<file path="src/rtl/fetch_decode_front_end_if.sv">
// Front-end bus: fetch controls and ROM word in, PC, IF/ID word and ID controls out.
// slave = front end, master = pipeline/ROM side driving LE/SS/branch/ROM.
interface fetch_decode_front_end_if;
   logic        LE;
   logic        SS;
   logic        branch_taken;
   logic [7:0]  branch_target;
   logic [31:0] rom_instruction;
   logic [7:0]  out_pc;
   logic [31:0] instruction;
   logic [3:0]  ID_opcode;
   logic        ID_AM;
   logic        ID_S_enable;
   logic        ID_load_instr;
   logic        ID_RF_enable;
   logic        ID_Size_enable;
   logic        ID_RW_enable;
   logic        ID_Enable_signal;
   logic        ID_BL_instr;
   logic        ID_B_instr;

   modport slave (
      input  LE, SS, branch_taken, branch_target, rom_instruction,
      output out_pc, instruction, ID_opcode, ID_AM, ID_S_enable,
      output ID_load_instr, ID_RF_enable, ID_Size_enable,
      output ID_RW_enable, ID_Enable_signal, ID_BL_instr, ID_B_instr
   );

   modport master (
      output LE, SS, branch_taken, branch_target, rom_instruction,
      input  out_pc, instruction, ID_opcode, ID_AM, ID_S_enable,
      input  ID_load_instr, ID_RF_enable, ID_Size_enable,
      input  ID_RW_enable, ID_Enable_signal, ID_BL_instr, ID_B_instr
   );
endinterface

</file>
<file path="src/rtl/fetch_decode_front_end.sv">
// IF/ID front end: 8-bit PC with +4/branch select, IF/ID register, ID decoder, NOP mux.
// Ports: clk, R (async active-low reset), bus (fetch_decode_front_end_if.slave).
module fetch_decode_front_end (
   input  logic                           clk,
   input  logic                           R,
   fetch_decode_front_end_if.slave        bus
);

   logic [7:0]  r_pc;
   logic [31:0] r_instr;
   logic [7:0]  w_next_pc;

   assign w_next_pc = bus.branch_taken ? bus.branch_target
                                       : r_pc + 8'd4;

   always_ff @(posedge clk or negedge R) begin
      if (!R) begin
         r_pc    <= 8'h00;
         r_instr <= 32'h0;
      end else if (bus.LE) begin
         r_pc    <= w_next_pc;
         r_instr <= bus.rom_instruction;
      end
   end

   assign bus.out_pc      = r_pc;
   assign bus.instruction = r_instr;

   logic       w_is_dp;
   logic       w_is_ls;
   logic       w_is_br;
   logic [3:0] w_opcode;
   logic       w_am;
   logic       w_s;
   logic       w_ld;
   logic       w_rf;
   logic       w_sz;
   logic       w_rw;
   logic       w_en;
   logic       w_bl;
   logic       w_b;

   // An all-zero word would otherwise decode as AND with RF write.
   assign w_is_dp = (r_instr[27:26] == 2'b00) && (|r_instr);
   assign w_is_ls = (r_instr[27:26] == 2'b01);
   assign w_is_br = (r_instr[27:25] == 3'b101);

   always_comb begin
      w_opcode = 4'h0;
      w_am     = 1'b0;
      w_s      = 1'b0;
      w_ld     = 1'b0;
      w_rf     = 1'b0;
      w_sz     = 1'b0;
      w_rw     = 1'b0;
      w_en     = 1'b0;
      w_bl     = 1'b0;
      w_b      = 1'b0;
      unique case (1'b1)
         w_is_dp: begin
            w_opcode = r_instr[24:21];
            w_s      = r_instr[20];
            w_am     = r_instr[25];
            // TST/TEQ/CMP/CMN only set flags
            w_rf     = (r_instr[24:23] != 2'b10);
         end
         w_is_ls: begin
            w_am     = ~r_instr[25];
            w_opcode = r_instr[23] ? 4'b0100 : 4'b0010;
            w_sz     = r_instr[22];
            w_ld     = r_instr[20];
            w_rf     = r_instr[20];
            w_rw     = ~r_instr[20];
            w_en     = 1'b1;
         end
         w_is_br: begin
            w_b      = 1'b1;
            w_bl     = r_instr[24];
            w_rf     = r_instr[24];
         end
         default: begin
            w_opcode = 4'h0;
         end
      endcase
   end

   logic w_pass;
   assign w_pass = ~bus.SS;

   assign bus.ID_opcode        = w_pass ? w_opcode : 4'h0;
   assign bus.ID_AM            = w_pass & w_am;
   assign bus.ID_S_enable      = w_pass & w_s;
   assign bus.ID_load_instr    = w_pass & w_ld;
   assign bus.ID_RF_enable     = w_pass & w_rf;
   assign bus.ID_Size_enable   = w_pass & w_sz;
   assign bus.ID_RW_enable     = w_pass & w_rw;
   assign bus.ID_Enable_signal = w_pass & w_en;
   assign bus.ID_BL_instr      = w_pass & w_bl;
   assign bus.ID_B_instr       = w_pass & w_b;

endmodule

</file>
<file path="src/flat_wrapper.sv">
// flat-port wrapper written by rule: the top's interface ports become plain ports
module fetch_decode_front_end_flat 
  (clk, R, bus_LE, bus_SS, bus_branch_taken, bus_branch_target, bus_rom_instruction, bus_out_pc, bus_instruction, bus_ID_opcode, bus_ID_AM, bus_ID_S_enable, bus_ID_load_instr, bus_ID_RF_enable, bus_ID_Size_enable, bus_ID_RW_enable, bus_ID_Enable_signal, bus_ID_BL_instr, bus_ID_B_instr);
  fetch_decode_front_end_if bus_i ();
  input  logic clk;
  input  logic R;
  input wire logic [$bits(bus_i.LE)-1:0] bus_LE;
  input wire logic [$bits(bus_i.SS)-1:0] bus_SS;
  input wire logic [$bits(bus_i.branch_taken)-1:0] bus_branch_taken;
  input wire logic [$bits(bus_i.branch_target)-1:0] bus_branch_target;
  input wire logic [$bits(bus_i.rom_instruction)-1:0] bus_rom_instruction;
  output wire logic [$bits(bus_i.out_pc)-1:0] bus_out_pc;
  output wire logic [$bits(bus_i.instruction)-1:0] bus_instruction;
  output wire logic [$bits(bus_i.ID_opcode)-1:0] bus_ID_opcode;
  output wire logic [$bits(bus_i.ID_AM)-1:0] bus_ID_AM;
  output wire logic [$bits(bus_i.ID_S_enable)-1:0] bus_ID_S_enable;
  output wire logic [$bits(bus_i.ID_load_instr)-1:0] bus_ID_load_instr;
  output wire logic [$bits(bus_i.ID_RF_enable)-1:0] bus_ID_RF_enable;
  output wire logic [$bits(bus_i.ID_Size_enable)-1:0] bus_ID_Size_enable;
  output wire logic [$bits(bus_i.ID_RW_enable)-1:0] bus_ID_RW_enable;
  output wire logic [$bits(bus_i.ID_Enable_signal)-1:0] bus_ID_Enable_signal;
  output wire logic [$bits(bus_i.ID_BL_instr)-1:0] bus_ID_BL_instr;
  output wire logic [$bits(bus_i.ID_B_instr)-1:0] bus_ID_B_instr;
  assign bus_i.LE = bus_LE;
  assign bus_i.SS = bus_SS;
  assign bus_i.branch_taken = bus_branch_taken;
  assign bus_i.branch_target = bus_branch_target;
  assign bus_i.rom_instruction = bus_rom_instruction;
  assign bus_out_pc = bus_i.out_pc;
  assign bus_instruction = bus_i.instruction;
  assign bus_ID_opcode = bus_i.ID_opcode;
  assign bus_ID_AM = bus_i.ID_AM;
  assign bus_ID_S_enable = bus_i.ID_S_enable;
  assign bus_ID_load_instr = bus_i.ID_load_instr;
  assign bus_ID_RF_enable = bus_i.ID_RF_enable;
  assign bus_ID_Size_enable = bus_i.ID_Size_enable;
  assign bus_ID_RW_enable = bus_i.ID_RW_enable;
  assign bus_ID_Enable_signal = bus_i.ID_Enable_signal;
  assign bus_ID_BL_instr = bus_i.ID_BL_instr;
  assign bus_ID_B_instr = bus_i.ID_B_instr;
  fetch_decode_front_end u_core (.clk(clk), .R(R), .bus(bus_i));
endmodule
</file>
<file path="config.mk">
export PLATFORM = sky130hd
export DESIGN_NAME = fetch_decode_front_end_flat
export DESIGN_NICKNAME = d
export VERILOG_FILES = /design/src/rtl/fetch_decode_front_end_if.sv /design/src/rtl/fetch_decode_front_end.sv /design/src/flat_wrapper.sv
export SDC_FILE = /design/constraint.sdc
export NUM_CORES = 1
export LEC_CHECK = 0
export ABC_AREA = 1
export CORE_ASPECT_RATIO = 1.2
export CORE_UTILIZATION = 40
export CTS_CLUSTER_DIAMETER = 50
export CTS_CLUSTER_SIZE = 20
export DETAILED_ROUTE_END_ITERATION = 16
export DONT_BUFFER_PORTS = 1
export PLACE_DENSITY_LB_ADDON = 0.08
export SLEW_MARGIN = 20
export SYNTH_ARGS = -nofsm -noshare
export SYNTH_HDL_FRONTEND = slang
export SYNTH_SLANG_ARGS = --single-unit
</file>
<file path="constraint.sdc">
create_clock -name clk -period 1.5 [get_ports clk]
set_input_delay 0.3 -clock clk [delete_from_list [all_inputs] [get_ports clk]]
set_output_delay 0.3 -clock clk [all_outputs]
set_load 0.01 [all_outputs]
</file>
==> results of run 1 <==
cells in the final DEF, fill, tap and decap left out:
master	count
nand2_1	71
buf_4	53
dfrtp_1	40
o21ai_0	26
inv_1	23
inv_2	11
nor2_1	9
nand3_1	8
nand2_2	6
nor2_2	6
nor2_4	6
clkbuf_8	5
a21oi_1	4
nor3_2	3
nand4_1	2
o22ai_1	2
nand3_2	2
mux2_2	2
xor2_1	2
buf_6	2
nand2_4	1
a21oi_2	1
nor4_2	1
o221ai_1	1
o211ai_1	1
o21bai_1	1
o21ai_2	1
ha_1	1
bufinv_16	1
clkinv_2	1
clkinvlp_4	1
buf_12	1
dlygate4sd3_1	1
critical path: stages, from the launching register on:
cell and delay, ns:
dfrtp_1 0.39, inv_2 0.08, nand2_2 0.06, nor2_1 0.10, nand2_1 0.07, nor2_2 0.11
nand2_2 0.09, nand2_4 0.11, nor3_2 0.05, buf_4 0.13
layer usage:
layer / wire length [µm] / vias to the layer above / global-route usage (%) / share of wire (%)
li1: - / 857 / - / -
met1: 1798 / 776 / 21.46 / 40
met2: 2312 / 53 / 33.02 / 52
met3: 314 / 7 / 6.765 / 7.0
met4: 63 / 0 / 7.609 / 1.4
met5: 0 / - / 0 / 0
state kept, by name (all words and copies together) (netlist names):
name                    count
u_core.bus.instruction     32
u_core.bus.out_pc           8
power by group through the flow:
stage	Clock (mW)	Combinational, mW	Sequential, mW
floorplan	0	0.250	1.34
global placement	0	0.468	1.30
detailed placement	0	0.472	1.30
CTS	0.914	0.547	1.28
global route	0.966	0.641	1.30
finish	0.883	0.571	1.28
stage by stage:
stage          util, %  hold slack, ns
2_1_floorplan        -        0.004409
3_3_place_gp     49.26        0.005213
3_5_place_dp     49.26        0.005479
4_1_cts          54.77         0.08557
5_1_grt          56.35         0.05773
6_report         56.35         0.09053
what timing repair did:
action	4_1_cts	5_1_grt
gates resized for setup	10	26
buffers inserted	10	6
endpoints found under the setup margin	12	14
hold endpoints to repair	40	0
pin swaps	7	14
hold buffers	2	0
gates cloned	0	0
final cells by class:
class	instances	area (µm²)
Tap cell	58	72.57
Clock buffer	5	68.82
Timing Repair Buffer	57	450.4
Inverter	34	127.6
Multi-Input combinational cell	157	825.8
Clock inverter	3	42.54
Fill cell	454	2006
Sequential cell	40	1001
worst max-delay path by stage:
stage	cells after the start	from	slack, ns	end
2_1_floorplan	6	u_core.bus.instruction[26]	0.1	bus_ID_opcode[1]
3_3_place_gp	9	u_core.bus.instruction[28]	-0.02	bus_ID_opcode[3]
3_5_place_dp	9	u_core.bus.instruction[28]	0.0003	bus_ID_opcode[3]
4_1_cts	9	u_core.bus.instruction[31]	-0.33	bus_ID_opcode[3]
5_1_grt	9	u_core.bus.instruction[26]	-0.40	bus_ID_opcode[3]
6_report	9	u_core.bus.instruction[26]	-0.29	bus_ID_opcode[0]
cells by family after synthesis:
kind of cell               Yosys count  share of synthesized area [%]
AOI/OAI and AO/OA                   37                          10.27
and+or+nand+nor                    115                          25.24
adders and majority gates            1                         0.6539
xor gates and xnor gates             2                         0.9158
DFF                                 40                          52.32
muxes                                2                          1.177
buffers and inverters               44                          9.418
==> run summary, run 1 <==
Failing checks: setup timing
Synthesized area: 0.001913 mm²
Worst-path clk slew: 0.08 ns
DRT Wirelength: 4.489 mm
Vias/cell: 4.782
Placed Area: 0.002263 mm²
Reg-to-Reg Start: u_core.bus.instruction[31]
Top FF cell, synth: dfrtp_1
Final Hold Vio Count: 0
Final Critical Period: 1.788 ns
Drt drc: 0
DP HPWL: 3.182 mm
Later-pin clock latency in the skew report: 0.29 ns
Type of the worst min-delay path: input pin to flop
H-Tree Depth: 2
YS warnings: 0
Synth cell count leaders: 76 x nand2_1, 40 x dfrtp_1, 30 x inv_1, 27 x o21ai_0, 18 x nor2_1
Drt pass-1 iters: 4
Final antenna-violating net count: 0
Overflow after GRT: 0
Largest net degree at the start of global routing: 68
Leak pwr: 1.297 nW
Reg2reg end: u_core.bus.instruction[31]
Yosys cell types: 25
Std-Cell Rows: 27
Maxcap violations: 0
CTS tree: done
Die height: 77.76 µm
Max Root-Sink Buffers: 2
Die W: 65.13 µm
Hold endpoint: u_core.bus.instruction[31]
Post-route cell area: 0.002589 mm²
Rel. slew slack: 81.92%
Final Non-Filler Cells: 354
Worst setup SP type: flop
Post-synth EDFFs: 0
Setup WS pre-CTS: 0.0003323 ns
Total negative slack: -2.183 ns
Total number of vias: 1693
Post-Syn Nets: 287
Share of cells above drive strength 1: 35.14%
GP Congestion: 0.7423
Num Clock Sinks: 40
Worst hold path depth: 1
Initial core utilization: 41.64%
Vias in the first global route: 1639
Core area: 0.004594 mm²
Seq/Total Area, Yosys: 52.32%
Root buffer cell: clkbuf_8
Min-delay src: bus_LE
NumNets Final: 341
Post-Route Skew: 0.003693 ns
Slew @ Worst Pin: 0.2712 ns
Synth-to-Final Area Change: 35.32%
Synth Area per Inst: 7.938 µm²
Combinational share of power: 20.9%
WL per Instance: 12.68 µm
R2R setup slack: 0.19 ns
Antenna Cells: 0
Int Power: 1.954 mW
Sw power: 783.9 µW
Initial drt markers: 44
Post-synthesis cell count: 241
Port Buffer Count: 0
Ys async rst share: 100.0%
Area contributors post-synth: dfrtp_1 52%, nand2_1 15%, o21ai_0 7.1%
Final-report setup violation count: 12
First-pass GRT wire length: 7.265 mm
Worst Path Arrival: 1.49 ns
Power, Total: 2.738 mW
Seq cells post-synth: 40
Peak Freq: 559.2 MHz
R2R depth: 8
Most frequent cell after synthesis: nand2_1
Power Density: 1058 mW/mm²
RSZ-0062 raised after global routing: yes
Critical path class: flop to output pin
Total GRT Usage: 19.25%
Placed Instances: 333
Worst VDD drop: 0.0005570 V
Final Slew Violations: 0
Die ar.: 0.005064 mm²
Post-synth top area share: 52.32%
Final period utilization: 119.2%
Status: complete, but fails checks
Sequential share of power: 46.9%
Initial antenna violation count: 0
Critical Path Sink Type: output pin
Critical path data required time: 1.20 ns
Cell taking the most area after synthesis: dfrtp_1
Setup WS post-layout: -0.2882 ns
CTS buffer count: 5
Sw Share: 28.63%
Crit Path Max Fanout: 6
Power share of the clock group: 32.3%
I/O pin count: 98
Note: power is estimated with default switching activity, not from simulation.
==> run 2, diff against run 1 <==
- CORE_ASPECT_RATIO: 1.2 -> 1.4
==> run 2 against run 1 <==
Effect of this change: the flow still finishes with violations (setup timing); worst setup slack worse by 0.0046 ns; fmax down 0.26%; cell area down 3.2%; sequential share of layout area up 1.3 points; non-clock buffer count down 9; clock power down 2.5%; combinational power down 7.7%; count of clock-buffer cells in the layout unchanged; sequential cell count unchanged; highest routed layer unchanged; first-iteration DRC count up 20%; clock skew down 0.0015 ns.
==> run summary, run 2 (same netlist as run 1, synthesis figures left out) <==
Slew @ Worst Pin: 0.2708 ns
CTS buffer count: 5
Num Clock Sinks: 40
RSZ-0062 raised after global routing: yes
Final Slew Violations: 0
Combinational share of power: 19.7%
Worst-path clk slew: 0.08 ns
Worst path bufs/invs: 2
H-Tree Depth: 2
Crit Path Max Fanout: 6
Core Util, Final: 54.79%
Post-Route Skew: 0.002237 ns
Power share of the clock group: 32.2%
Antenna Cells: 0
Worst hold margin: 0.1195 ns
R2R setup slack: 0.25 ns
Int Power: 1.924 mW
Maxcap violations: 0
Crit-path cells: inv_1 -> nand2_1 -> nor2_2 -> nand2_2 -> nor2_2 -> nand2_2 -> nand2_4 -> nor3_2 -> buf_4
Setup WS pre-CTS: 0.0003151 ns
Initial core utilization: 41.84%
Std-Cell Rows: 29
Total GRT Usage: 19.13%
Top cell family by delay on the critical path: simple AND/OR/NAND/NOR gates
WL per Instance: 12.92 µm
Max Root-Sink Buffers: 2
R2R depth: 5
Die W: 60.45 µm
Vias in the first global route: 1696
Port Buffer Count: 0
Critical Path Sink Type: output pin
Placed Area: 0.002261 mm²
Final period utilization: 119.5%
Final Non-Filler Cells: 349
Synth-to-Final Area Change: 30.94%
Total number of vias: 1685
Total negative slack: -2.107 ns
Filler cell count: 476
Worst VDD drop: 0.0007563 V
Placed Instances: 336
FF/Latch Area: 0.001001 mm²
Rel. slew slack: 82.00%
Setup WS post-layout: -0.2929 ns
Max FFs per register: 32
Peak Freq: 557.8 MHz
Reg2reg end: u_core.bus.out_pc[6]
Drt drc: 0
Root buffer cell: clkbuf_8
NumNets Final: 332
Final antenna-violating net count: 0
Initial antenna violation count: 0
Critical path data required time: 1.20 ns
Sequential share of power: 48.1%
Power Density: 1068 mW/mm²
Share of cells above drive strength 1: 31.01%
Final Hold Vio Count: 0
Die height: 83.83 µm
Area of the multi-input gates: 804.5 µm²
Final Critical Period: 1.793 ns
Worst setup SP type: flop
Core area: 0.004572 mm²
First-pass GRT wire length: 7.355 mm
Post-route cell area: 0.002505 mm²
Most frequent cells in the layout: 74 x nand2_1, 44 x buf_4, 40 x dfrtp_1
DRT Wirelength: 4.508 mm
Later-pin clock latency in the skew report: 0.28 ns
Power, Total: 2.675 mW
Crit path largest cell delay: 0.38 ns
Crit. Startpoint: u_core.bus.instruction[29]
Slowest CP cell: dfrtp_1
Overflow after GRT: 0
Reg-to-Reg Start: u_core.bus.out_pc[2]
Type of the worst min-delay path: input pin to flop
Crit path depth: 9
Die ar.: 0.005067 mm²
GP Congestion: 0.7855
Final-report setup violation count: 10
Vias/cell: 4.828
Most common cell after layout, fill and taps aside: nand2_1
Worst Path Arrival: 1.49 ns
Status: complete, but fails checks
Initial drt markers: 53
Leak pwr: 1.255 nW
Sw Share: 28.06%
CTS tree: done
Sw power: 750.7 µW
Critical Path End: bus_ID_opcode[0]
I/O pin count: 98
Drt pass-1 iters: 4
Critical path class: flop to output pin
Largest net degree at the start of global routing: 68
Failing checks: setup timing
DP HPWL: 3.310 mm
[run 2: changes by cell type in the layout (fill, tap and decap cells not counted)]
cell / delta
buf_4: -9
nor2_2: +5
inv_1: +4
inv_2: -4
nand2_1: +3
nand2_2: -3
nor2_4: -3
nor2_1: -2
o21ai_0: +1
o21ai_2: -1
[run 2: area by class of cell]
cell class / instances / share of cell area (%)
tap: 62 / 3.097
multi-input combinational: 157 / 32.12
timing repair buffer: 48 / 15.28
clock inverter: 3 / 1.698
clock buffer: 5 / 2.747
sequential: 40 / 39.96
inverter: 34 / 5.095
[run 2: worst min-delay path by stage]
stage / from / end / slack [ns] / cells after the start
3_3_place_gp: R / u_core.bus.instruction[8] / 0.005 / 0
4_1_cts: bus_LE / u_core.bus.out_pc[6] / 0.1 / 1
3_5_place_dp: R / u_core.bus.instruction[8] / 0.005 / 0
6_report: bus_LE / u_core.bus.instruction[25] / 0.12 / 1
5_1_grt: bus_LE / u_core.bus.out_pc[6] / 0.09 / 1
2_1_floorplan: R / u_core.bus.instruction[0] / 0.004 / 0
[run 2: worst reg2reg max path, delay by kind of cell (launching register included)]
family / cells / cell delay (ns)
simple gates: 2 / 0.19
flops: 1 / 0.48
fa+ha+maj: 1 / 0.23
xor+xnor: 1 / 0.16
compound gates: 1 / 0.07
[run 2: routing by layer]
layer	global-route usage [%]	part of all wire [%]	wire length (µm)
met5	0	0	0
met4	5.992	0.80	36
met3	5.426	6.8	307
met2	33.87	55	2458
met1	21.21	38	1705
[run 2: power by group through the flow]
stage          sequential [mW]  clock, mW  combinational (mW)
2_1_floorplan             1.34          0               0.250
3_3_place_gp              1.30          0               0.465
3_5_place_dp              1.31          0               0.470
4_1_cts                   1.28      0.891               0.517
5_1_grt                   1.30      0.938               0.597
6_report                  1.29      0.861               0.527
[run 2: what timing repair did]
action	in CTS	in global routing
hold endpoints to repair	40	0
gates resized for setup	8	18
pin swaps	5	10
hold buffers	2	0
gates cloned	0	0
buffers inserted	1	2
setup endpoints to repair	12	13
